**config.mk**
```make
export PLATFORM = sky130hd
export DESIGN_NAME = bcd_cvt_seq
export DESIGN_NICKNAME = d
export VERILOG_FILES = /design/src/rtl/bcd_pkg.sv /design/src/rtl/bcd_digit_adj.sv /design/src/rtl/bcd_cvt_seq.sv
export SDC_FILE = /design/constraint.sdc
export NUM_CORES = 1
export LEC_CHECK = 0
export ABC_AREA = 1
export CORE_ASPECT_RATIO = 0.5
export CORE_MARGIN = 5
export CORE_UTILIZATION = 30
export DETAILED_ROUTE_END_ITERATION = 10
export GPL_ROUTABILITY_DRIVEN = 0
export HOLD_SLACK_MARGIN = 0.08
export PLACE_DENSITY_LB_ADDON = 0.15
export SLEW_MARGIN = 20
export SYNTH_ARGS = -nofsm -noshare
export SYNTH_HDL_FRONTEND = slang
export SYNTH_SLANG_ARGS = --single-unit
```
**constraint.sdc**
```tcl
create_clock -name clk -period 1.6 [get_ports clk]
set_input_delay 0.16 -clock clk [delete_from_list [all_inputs] [get_ports clk]]
set_output_delay 0.16 -clock clk [all_outputs]
set_load 0.05 [all_outputs]
```
**src/rtl/bcd_pkg.sv**
```systemverilog
// rtl/bcd_pkg.sv - shared constants, FSM encoding and helpers for the BCD converter
// Contents:
//   DIGIT_W  : bits per BCD digit
//   BCD_NINE : saturated digit value
//   state_t  : converter FSM encoding (IDLE/SHIFT/DONE)
//   pow10(n) : constant function 10**n, used for the saturation threshold
package bcd_pkg;

  localparam int DIGIT_W = 4;
  localparam logic [3:0] BCD_NINE = 4'd9;

  typedef enum logic [1:0] {
    IDLE  = 2'd0,
    SHIFT = 2'd1,
    DONE  = 2'd2
  } state_t;

  // 10**10 still fits comfortably in 64 bits, which covers the full DIGITS range.
  function automatic logic [63:0] pow10(input int n);
    logic [63:0] r;
    r = 64'd1;
    for (int i = 0; i < n; i++) begin
      r = r * 64'd10;
    end
    return r;
  endfunction

endpackage

```
**src/rtl/bcd_digit_adj.sv**
```systemverilog
// rtl/bcd_digit_adj.sv - double-dabble digit correction: add 3 when digit >= 5
// Ports:
//   din  in  DIGIT_W  scratch digit before the shift
//   dout out DIGIT_W  corrected digit, ready to be shifted left
module bcd_digit_adj
  import bcd_pkg::*;
(
  input  logic [DIGIT_W-1:0] din,
  output logic [DIGIT_W-1:0] dout
);

  assign dout = (din >= 4'd5) ? (din + 4'd3) : din;

endmodule

```
**src/rtl/bcd_cvt_seq.sv**
```systemverilog
// rtl/bcd_cvt_seq.sv - sequential binary-to-BCD converter (one bit per clock) with saturation
// Ports:
//   clk      in  1           system clock, rising edge
//   rst      in  1           synchronous active-high reset
//   start    in  1           conversion request, accepted while ready=1
//   data_in  in  WIDTH       unsigned value, sampled on the accepting edge
//   ready    out 1           idle, start will be accepted
//   valid    out 1           one-cycle pulse when bcd/lz_mask/overflow update
//   bcd      out 4*DIGITS    result digits, digit 0 in the low nibble
//   lz_mask  out DIGITS      bit i set when digit i and all higher digits are zero (bit 0 always 0)
//   overflow out 1           last result saturated to all nines
module bcd_cvt_seq
  import bcd_pkg::*;
#(
  parameter int WIDTH  = 16,
  parameter int DIGITS = 5
) (
  input  logic                       clk,
  input  logic                       rst,
  input  logic                       start,
  input  logic [WIDTH-1:0]           data_in,
  output logic                       ready,
  output logic                       valid,
  output logic [DIGIT_W*DIGITS-1:0]  bcd,
  output logic [DIGITS-1:0]          lz_mask,
  output logic                       overflow
);

  localparam int BCD_W = DIGIT_W * DIGITS;
  // One extra bit over the BCD width keeps 10**DIGITS-1 representable for every DIGITS.
  localparam int CMP_W = (WIDTH > BCD_W + 1) ? WIDTH : (BCD_W + 1);
  localparam int CNT_W = $clog2(WIDTH + 1);
  localparam logic [CMP_W-1:0] LIMIT = CMP_W'(pow10(DIGITS) - 64'd1);
  localparam logic [DIGITS-1:0] LZ_RST = {DIGITS{1'b1}} ^ DIGITS'(1);

  state_t             state;
  state_t             state_nxt;
  logic               accept;
  logic               finish;

  logic [WIDTH-1:0]   shift_reg;
  logic [BCD_W-1:0]   scratch;
  logic [BCD_W-1:0]   scratch_adj;
  logic [CNT_W-1:0]   cnt;
  logic               ovf_lat;

  logic [CMP_W-1:0]   data_ext;
  logic               ovf_cmp;
  logic [DIGITS-1:0]  lz_nxt;
  logic               zero_above;

  // Per-digit correction applied before every shift.
  for (genvar g = 0; g < DIGITS; g++) begin : g_adj
    bcd_digit_adj u_adj (
      .din  (scratch[g*DIGIT_W +: DIGIT_W]),
      .dout (scratch_adj[g*DIGIT_W +: DIGIT_W])
    );
  end

  // When 10**DIGITS exceeds the input range this folds to constant 0.
  assign data_ext = CMP_W'(data_in);
  assign ovf_cmp  = (data_ext > LIMIT);

  // Leading-zero blanking: walk from the top digit down, staying set while digits are zero.
  always_comb begin
    lz_nxt     = '0;
    zero_above = 1'b1;
    for (int i = DIGITS - 1; i >= 1; i--) begin
      zero_above = zero_above && (scratch[i*DIGIT_W +: DIGIT_W] == 4'd0);
      lz_nxt[i]  = zero_above;
    end
  end

  always_ff @(posedge clk) begin
    if (rst) begin
      state <= IDLE;
    end else begin
      state <= state_nxt;
    end
  end

  always_comb begin
    state_nxt = state;
    accept    = 1'b0;
    finish    = 1'b0;
    case (state)
      IDLE: begin
        if (start) begin
          accept    = 1'b1;
          state_nxt = SHIFT;
        end
      end
      SHIFT: begin
        if (cnt == CNT_W'(1)) begin
          state_nxt = DONE;
        end
      end
      DONE: begin
        finish    = 1'b1;
        state_nxt = IDLE;
      end
      default: state_nxt = IDLE;
    endcase
  end

  always_ff @(posedge clk) begin
    if (rst) begin
      shift_reg <= '0;
      scratch   <= '0;
      cnt       <= '0;
      ovf_lat   <= 1'b0;
      ready     <= 1'b1;
      valid     <= 1'b0;
      bcd       <= '0;
      lz_mask   <= LZ_RST;
      overflow  <= 1'b0;
    end else begin
      valid <= 1'b0;
      if (accept) begin
        shift_reg <= data_in;
        scratch   <= '0;
        cnt       <= CNT_W'(WIDTH);
        ovf_lat   <= ovf_cmp;
        ready     <= 1'b0;
      end else if (state == SHIFT) begin
        {scratch, shift_reg} <= {scratch_adj, shift_reg} << 1;
        cnt                  <= cnt - 1'b1;
      end else if (finish) begin
        valid <= 1'b1;
        ready <= 1'b1;
        if (ovf_lat) begin
          bcd      <= {DIGITS{BCD_NINE}};
          lz_mask  <= '0;
          overflow <= 1'b1;
        end else begin
          bcd      <= scratch;
          lz_mask  <= lz_nxt;
          overflow <= 1'b0;
        end
      end
    end
  end

endmodule

```
# [Yosys cells after proc, flatten, opt, wreduce, memory -nomap -nowiden]
# Index checks and enable logic that the tools add are counted.
[op_classes] n_reduce_logical=15 n_eq_ne=6 magnitude_cmp=6 muxes=22 bitwise=2 addsub=6
[op_table] cell="$mux 16" n=2
[op_table] cell="$ge 4x3->1 const B" n=5
[op_table] cell="$mux 20" n=1
[op_table] cell="$gt 16x17->1 const B" n=1
[op_table] cell="$add 4x2->4 const B" n=4
[op_table] cell="$logic_not 4->1" n=4
[op_table] cell="$mux 4" n=4
[op_table] cell="$mux 5" n=3
[op_table] cell="$mux 1" n=8
[op_table] cell="$ne 2x2->1 const B" n=3
[op_table] cell="$eq 5x1->1 const B" n=1
[op_table] cell="$sub 5x1->5 const B" n=1
[op_table] cell="$mux 2" n=2
[op_table] cell="$pmux 2 s2" n=1
[op_table] cell="$reduce_and 2->1" n=2
[op_table] cell="$reduce_bool 2->1" n=2
[op_table] cell="$add 3x2->3 const B" n=1
[op_table] cell="$logic_and 1x1->1" n=3
[op_table] cell="$mux 3" n=1
[op_table] cell="$reduce_and 3->1" n=1
[op_table] cell="$reduce_or 3->1" n=1
[op_table] cell="$eq 2x1->1 const B" n=1
[op_table] cell="$eq 2x2->1 const B" n=1
[op_table] cell="$logic_not 2->1" n=1
[op_table] cell="other kinds (2)" n=3
[totals] out_inout_bits=28 regBits=72

# [Longest topological paths before layout]
# Gate-level depths: netlist of the first run.
[logic_depth] word_depth=5 ltp_mapped=10

# [Hierarchy]
# Synthesis of the first run repeated with hierarchy kept, for this count alone.
[hier_totals] cells_unflattened=442 hier_area_um2=3261.9
[modules_own_cells] mod="bcd_cvt_seq" n_inst=1 seq_area_each_um2=1381.3 cells_per_inst=327 area_per_inst_um2=2586.2
[modules_own_cells] mod="bcd_digit_adj" n_inst=5 seq_area_each_um2=0.0 cells_per_inst=23 area_per_inst_um2=135.1

# [Worst setup path before layout of the first run]
# Ideal clock, no wire load.
[synth_path] kind="flip-flop to flip-flop" start="reg scratch[12]" end="reg scratch[14]" arrival_time_ns=1.040 setup_time_ns=0.117 path_stages_with_launch=9 n_path_buf=0 required_time_ns=1.483 path_slack_ns=0.443 cell_sequence="dfxtp_1 > inv_1 > ha_1 > nand3_1 > nand2_1 > inv_1 > nor2_1 > nor2_1 > nor2_1"
[synth_between] elab_chain_len=2
[synth_rtl] item="from (decl)" line_no="bcd_cvt_seq.sv:42" source="logic [BCD_W-1:0] scratch;"
[synth_rtl] item="from (signal assigned)" line_no="bcd_cvt_seq.sv:126" source="{scratch, shift_reg} <= {scratch_adj, shift_reg} << 1;"
[synth_rtl] item="$add 4x2->4 or $ge 4x3->1 (tied branches)" line_no="bcd_digit_adj.sv:12" source="assign dout = (din >= 4'd5) ? (din + 4'd3) : din;"
[synth_rtl] item="$mux 4 (*)" line_no="bcd_digit_adj.sv:12"
# Every way passes the cells marked *; elsewhere a longest branch is shown, timed or not.
# A chain may end at the register's enable or synchronous reset.

# [Worst setup path in the final report of the first run]
[layout_path] start="reg state[1]" end="reg cnt[0]"
[layout_between] elab_chain_len=3
[layout_rtl] item="from (decl)" line_no="bcd_cvt_seq.sv:36" source="state_t state;"
[layout_rtl] item="from (signal assigned)" line_no="bcd_cvt_seq.sv:78" source="state <= state_nxt;"
[layout_rtl] item="$logic_not 2->1" line_no="bcd_cvt_seq.sv:86" source="case (state)"
[layout_rtl] item="$mux 1" line_no="bcd_cvt_seq.sv:86"
[layout_rtl] item="$reduce_or 2->1 (no line)"
[layout_rtl] item="to (signal assigned)" line_no="bcd_cvt_seq.sv:122" source="cnt <= CNT_W'(WIDTH);"
[layout_rtl] item="to (signal assigned)" line_no="bcd_cvt_seq.sv:127" source="cnt <= cnt - 1'b1;"
[layout_rtl] item="to (decl)" line_no="bcd_cvt_seq.sv:44" source="logic [CNT_W-1:0] cnt;"
# Several ways; a longest one is shown, not always the timed one.

==> results of run 1 <==
-- worst max-delay path by stage --
stage | from | endpoint | slack (ps) | cells past startpoint
final | state[1] | cnt[0] | 190 | 5
after global routing | state[1] | cnt[0] | 20 | 5
after CTS | state[1] | cnt[0] | 150 | 5
after detailed placement | rst | scratch[8] | 150 | 6
after global placement | state[1] | cnt[0] | 170 | 5
after floorplan | scratch[12] | scratch[14] | 440 | 8
-- power groups by stage --
stage / Combinational, uW / Clock [uW] / Sequential [uW]
final: 513 / 2000 / 1830
after global routing: 589 / 2150 / 1840
after CTS: 523 / 2070 / 1830
after detailed placement: 521 / 0 / 1870
after global placement: 520 / 0 / 1870
after floorplan: 349 / 0 / 1870
-- synth_stat cells --
| library cell | instances |
|---|---|
| o21ai_2 | 1 |
| a21oi_1 | 27 |
| o21bai_1 | 1 |
| or2_2 | 1 |
| nor3_1 | 1 |
| inv_2 | 4 |
| nor2_1 | 13 |
| nand3_1 | 32 |
| nand2_1 | 134 |
| ha_1 | 15 |
| nand2_4 | 1 |
| o21ai_1 | 20 |
| buf_6 | 2 |
| buf_4 | 7 |
| o21ai_0 | 15 |
| dfxtp_1 | 69 |
| buf_2 | 7 |
| nand3_4 | 1 |
| o22a_1 | 1 |
| clkbuf_1 | 1 |
| nand3b_1 | 5 |
| nand2_2 | 2 |
| conb_1 | 1 |
| a31oi_1 | 15 |
| inv_1 | 44 |
| nor2_4 | 2 |
-- worst max-delay path, delay by kind of cell, from the launching register on --
| family | cells | cell delay, ps |
|---|---|---|
| buf+inv | 2 | 450 |
| flops | 1 | 420 |
| simple gates | 2 | 220 |
| compound gates | 1 | 220 |
-- per-layer routing --
layer	up-vias	track usage [%]
met1	1232	15.9
met3	4	4.27
met4	0	4.23
met5	-	0
li1	1457	-
met2	38	18.5
-- final cells by class --
type / instances / area (sq um) / area share, %
Clock buffer: 11 / 253 / 6.31
Tap cell: 140 / 175 / 4.37
Clock inverter: 4 / 47.5 / 1.19
Multi-Input combinational cell: 289 / 1450 / 36.2
Timing Repair Buffer: 55 / 520 / 13.0
Inverter: 48 / 180 / 4.50
Sequential cell: 69 / 1380 / 34.5
-- kinds of logic (layout without fill, tap and decap cells) --
family	count (synthesis)	in the layout	share of synthesized area, %
other cells	1	2	0.120
fa+ha+maj	15	15	6.01
buf+inv	65	118	9.42
flops	69	69	44.3
simple gates	192	192	26.4
compound gates	80	80	13.8
-- metrics by stage --
step	util, %	setup slack [ps]
CTS	39.3	146
floorplan	-	443
global placement	36.4	170
global route	39.3	19.6
detailed placement	36.4	152
finish	39.3	191
==> impl_results.md, run 1 <==
* Hold-fix buffers, CTS at 0
* Non-Filler Instances at 616
* Inst Count DP at between 600 and 700
* DP Area at approximately 0.0037 sq mm
* Sequential area share after synthesis at between 40 and 50%
* Clk buf depth at 2
* TritonCTS Sinks at 69
* Commonest cells after routing, fill and taps aside: nand2_1, dfxtp_1, inv_1
* Max Cap Violations at 0
* Layout Nets at between 500 and 600
* Internal at ~3300 uW
* Hold Path End: shift_reg[0]
* Die width at between 150 and 200 um
* Routed WL per cell at ~12 um
* WS Path Type: flop to flop
* Initial Utilization at just over 30%
* Yosys top cell area share at 44.3%
* Final period utilization at 88.0%
* Via Count at around 2,700
* Flop pwr share at 42.2%
* Boundary Pins at 47
* Routed vias/inst at about 4.4
* All-Layer GR Usage at approximately an eighth
* CP most frequent cell: inv_1
* Routed WL at slightly above 7000 um
* Synth top area cells: dfxtp_1, nand2_1, ha_1
* Worst r2r src: state[1]
* Max-slew headroom at approximately two thirds
* Buffers on Ports at 44
* Syn avg cell area at around 7.4 sq um
* First-pass detailed-route iteration total at 4
* Reg-to-Reg End: cnt[0]
* CP Max Fanout at 15
* Slew Viols, Final at 0
* Crit end category: flop
* Final hold slack at 387 ps
* Hold path startpoint: data_in[0]
* Synthesized area at about 0.0031 sq mm
* Slowest cell on crit path: dfxtp_1
* Met1 wire length at between 3000 and 4000 um
* Max stage delay on crit path at approximately 420 ps
* Register bit total from synthesis at 69
* Hold Crit Depth at 3
* Antenna violations before repair at 0
* Worst path required time at between 1500 and 2000 ps
* Grt ovf at 0
* Die span in y at 82.1 um
* Final hold violation count at 0
* Largest area contributor in the netlist: dfxtp_1
* Top Layer Used: met4
* VDD IR max at 0.000433 V
* Min cycle time layout at roughly 1400 ps
* Net Sw Frac at 24.7%
* Net Sw Power at 1070 uW
* Synth unique cells at 26
* Vias in the first global route at around 2,600
* Power Total at ~4300 uW
* Synth Instances at about 420
* Post-CTS Setup Bufs at 0
* Met2 WL post-DR at between 3000 and 4000 um
* Diode count at 0
* CTS H-tree lvls at 3
* Clk network pwr share at 46.0%
* FF-to-FF setup slack at ~190 ps
* DR WL met3 at around 280 um
* Fill cell count at around 1,100
* Layout area overhead at 28.4%
* Pleak at between 0.0015 and 0.002 uW
* CTS tree: built
* Hpwl dp at slightly below 5000 um
* Final setup violation count at 0
* Final instance area at between 0.004 and 0.005 sq mm
* YS warnings at 0
* CTS root buffer: clkbuf_16
* Clk_lat worst skew at approximately 330 ps
* Clock slew at reported path FFs at about 50 ps
* CP Cell Sequence: nor2_4 > inv_1 > nor2_1 > o21ai_0 > inv_1
* Num rows at 26
* DIE AREA at ~0.013 sq mm
* RSZ-0062 raised after global routing: false
* Power density of the placed cells at about 1100 mW/mm^2
* # DRC at 0
* Combinational share of power at a little under an eighth
* Setup TNS at 0 ps
* Status: finished, final reports clean
* FF-to-FF path depth at 5
* Remaining antenna violation count at 0
* CTS resizes at 0
* Largest net degree at the start of global routing at 37
* F_max at between 700 and 800 MHz
* First-pass GRT wire length at about 12,000 um
* Core ar. at 0.0102 sq mm
* Worst min path class: input port to flop
* Critical Path AT at 1630 ps
* Layout cell share with drive strength beyond 1 at a little over an eighth
* CTS buffer count at 9
* Commonest non-fill, non-tap cell in the layout: nand2_1
* Final clock skew at between 4 and 5 ps
* Worst Setup Start Kind: flop
* 1st-iter DRT viols at about 110
* Worst Max-Slew Pin Slew at 511 ps
(Power assumes the default switching activity.)
==> inputs of run 2 (changes only) <==
PLACE_DENSITY = 0.59   (was default)
PLACE_DENSITY_LB_ADDON = default   (was 0.15)
clock period = 1.2 ns   (was 1.6 ns; I/O delays follow)
==> impl_results.md, run 2 (same netlist as run 1, synthesis figures left out) <==
* Slew Viols, Final at 0 (unchanged)
* Net Sw Power at 1570 uW (+47%)
* F_max at 800 MHz (+13%)
* Status: finished, violations left
* CTS root buffer: clkbuf_16
* Final setup violation count at 11 (+11)
* Fin util at 51.5% (+12 points)
* FF-to-FF setup slack at -50 ps (-240 ps)
* Crit. Startpoint: state[1]
* Clk buf depth at 2 (unchanged)
* Core ar. at 0.0102 sq mm (unchanged)
* Worst Setup Start Kind: flop
* Boundary Pins at 47 (unchanged)
* Buffers on Ports at 44 (unchanged)
* Final hold violation count at 0 (unchanged)
* Vias in the first global route at 2,820 (+10%)
* Layout Nets at 566 (+12%)
* Antenna violations before repair at 0 (unchanged)
* Max Cap Violations at 0 (unchanged)
* CP Max Fanout at 15 (unchanged)
* Grt ovf at 0 (unchanged)
* Pleak at 0.00221 uW (+31%)
* Combinational share of power at 19.1% (+7.3 points)
* Num rows at 26 (unchanged)
* Worst min path class: input port to flop
* Hold-fix buffers, CTS at 0 (unchanged)
* Seq. cell area at 0.00140 sq mm (+1.4%)
* Clock slew at reported path FFs at 50 ps (about the same)
* Fill cell count at 924 (-15%)
* VDD IR max at 0.000785 V (+81%)
* TritonCTS Sinks at 69 (unchanged)
* Hold path startpoint: data_in[7]
* 1st-iter DRT viols at 163 (+44%)
* Largest net degree at the start of global routing at 25 (-32%)
* Internal at 4390 uW (+34%)
* Failing checks: setup timing
* Routed vias/inst at 4.49 (+1.3%)
* Reg-to-Reg End: bcd[7]
* CTS H-tree lvls at 3 (unchanged)
* Footprint of the multi-input gates at 0.00175 sq mm (+21%)
* Crit path to: bcd[7]
* Worst r2r src: state[1]
* CTS buffer count at 9 (unchanged)
* Min cycle time layout at 1250 ps (-158 ps)
* Final period utilization at 104% (+16 points)
* FF-to-FF path depth at 7 (+2)
* Diode count at 0 (unchanged)
* All-Layer GR Usage at 12.6% (+0.53 points)
* Initial Utilization at 30.6% (unchanged)
* DIE AREA at 0.0127 sq mm (unchanged)
* RSZ-0062 raised after global routing: true
* Post-place setup slack at -176 ps (-329 ps)
* Die span in y at 82.1 um (unchanged)
* First-pass detailed-route iteration total at 4 (unchanged)
* Layout cell share with drive strength beyond 1 at 38.6% (+25 points)
* Routed WL per cell at 12.5 um (+7.7%)
* Flop pwr share at 41.3% (-0.9 points)
* Critical Path AT at 1500 ps (-130 ps)
* Commonest non-fill, non-tap cell in the layout: nand2_1
* CTS tree: built
* Hpwl dp at 5250 um (+6.6%)
* Routed WL at 8470 um (+18%)
* Power density of the placed cells at 1140 mW/mm^2 (+5.0%)
* Crit end category: flop
* Final clock skew at 4.97 ps (+0.454 ps)
* Worst path required time at 1450 ps (-370 ps)
* Via Count at 3,036 (+11%)
* Setup ws final at -50.6 ps (-242 ps)
* Commonest cells after routing, fill and taps aside: nand2_1, dfxtp_1, buf_4
* Remaining antenna violation count at 0 (unchanged)
* Clk network pwr share at 39.6% (-6.4 points)
* WS Path Type: flop to flop
* Layout area overhead at 68.0%
* # DRC at 0 (unchanged)
* Die width at 154 um (unchanged)
* Clk_lat worst skew at 330 ps (about the same)
* First-pass GRT wire length at 12,900 um (+6.0%)
* Net Sw Frac at 26.4% (+1.7 points)
run 2: changes by cell type in the layout (fill, tap and decap cells not counted), moves of 12 or more:
cell / before / now
buf_12: 5 / 32
inv_1: 44 / 31
nand2_1: 134 / 114
buf_4: 32 / 46
dfxtp_1: 69 / 57
o21ai_2: 1 / 15
nand2_2: 2 / 15
run 2: area by class of cell:
class / instances / share of cell area, %
Multi-Input combinational cell: 289 / 33.5
Timing Repair Buffer: 114 / 27.4
Sequential cell: 69 / 26.7
Clock buffer: 13 / 4.77
Inverter: 48 / 3.96
Tap cell: 140 / 3.34
Clock inverter: 2 / 0.191
Timing Repair inverter: 1 / 0.143
run 2: worst min-delay path by stage:
stage                         to  depth (start not counted)  slack [ps]
global placement     scratch[19]                          2         450
global route        shift_reg[0]                          3         370
CTS                 shift_reg[0]                          3         360
detailed placement  shift_reg[0]                          2         460
finish              shift_reg[7]                          3         370
floorplan                  valid                          1         200
run 2: worst max-delay path: stages (launching register included):
cell and delay [ps]:
dfxtp_2 360, buf_6 120, buf_6 90, nand2_4 60
nor2_4 140, inv_2 80, buf_12 160, o21ai_1 160
run 2: power by group through the flow:
stage                     clock (uW)  sequential, uW  combinational, uW
after global placement             0            2490                784
after CTS                       2420            2450                926
after detailed placement           0            2490                799
final                           2360            2460               1140
after global routing            2530            2470               1240
after floorplan                    0            2490                466
run 2: timing repair:
| action | in CTS | in global routing |
|---|---|---|
| buffers inserted | 7 | 10 |
| pin swaps | 13 | 36 |
| gates resized for setup | 44 | 94 |
| endpoints found under the setup margin | 35 | 54 |
| gates cloned | 1 | 5 |
run 2: stage by stage:
stage	power (uW)	instances	hold WS, ps	cell area, sq um	setup TNS [ps]
2_1_floorplan	2960	423	201	3120	0
3_3_place_gp	3270	638	450	4310	-6230
3_5_place_dp	3290	638	458	4310	-7930
4_1_cts	5800	661	355	4770	-123
5_1_grt	6250	676	372	5240	-2380
6_report	5960	676	374	5240	-222
run 2: layer usage:
layer	vias to the layer above	wire length (um)	track usage [%]
li1	1580	-	-
met1	1407	3990	15.7
met2	39	4090	21.1
met3	10	285	4.01
met4	0	107	4.23
met5	-	0	0
==> inputs of run 3 (changes only) <==
CAP_MARGIN = 20   (was default)
==> results of run 3 <==
The final DEF is identical to that of run 2; final timing and power are the same.
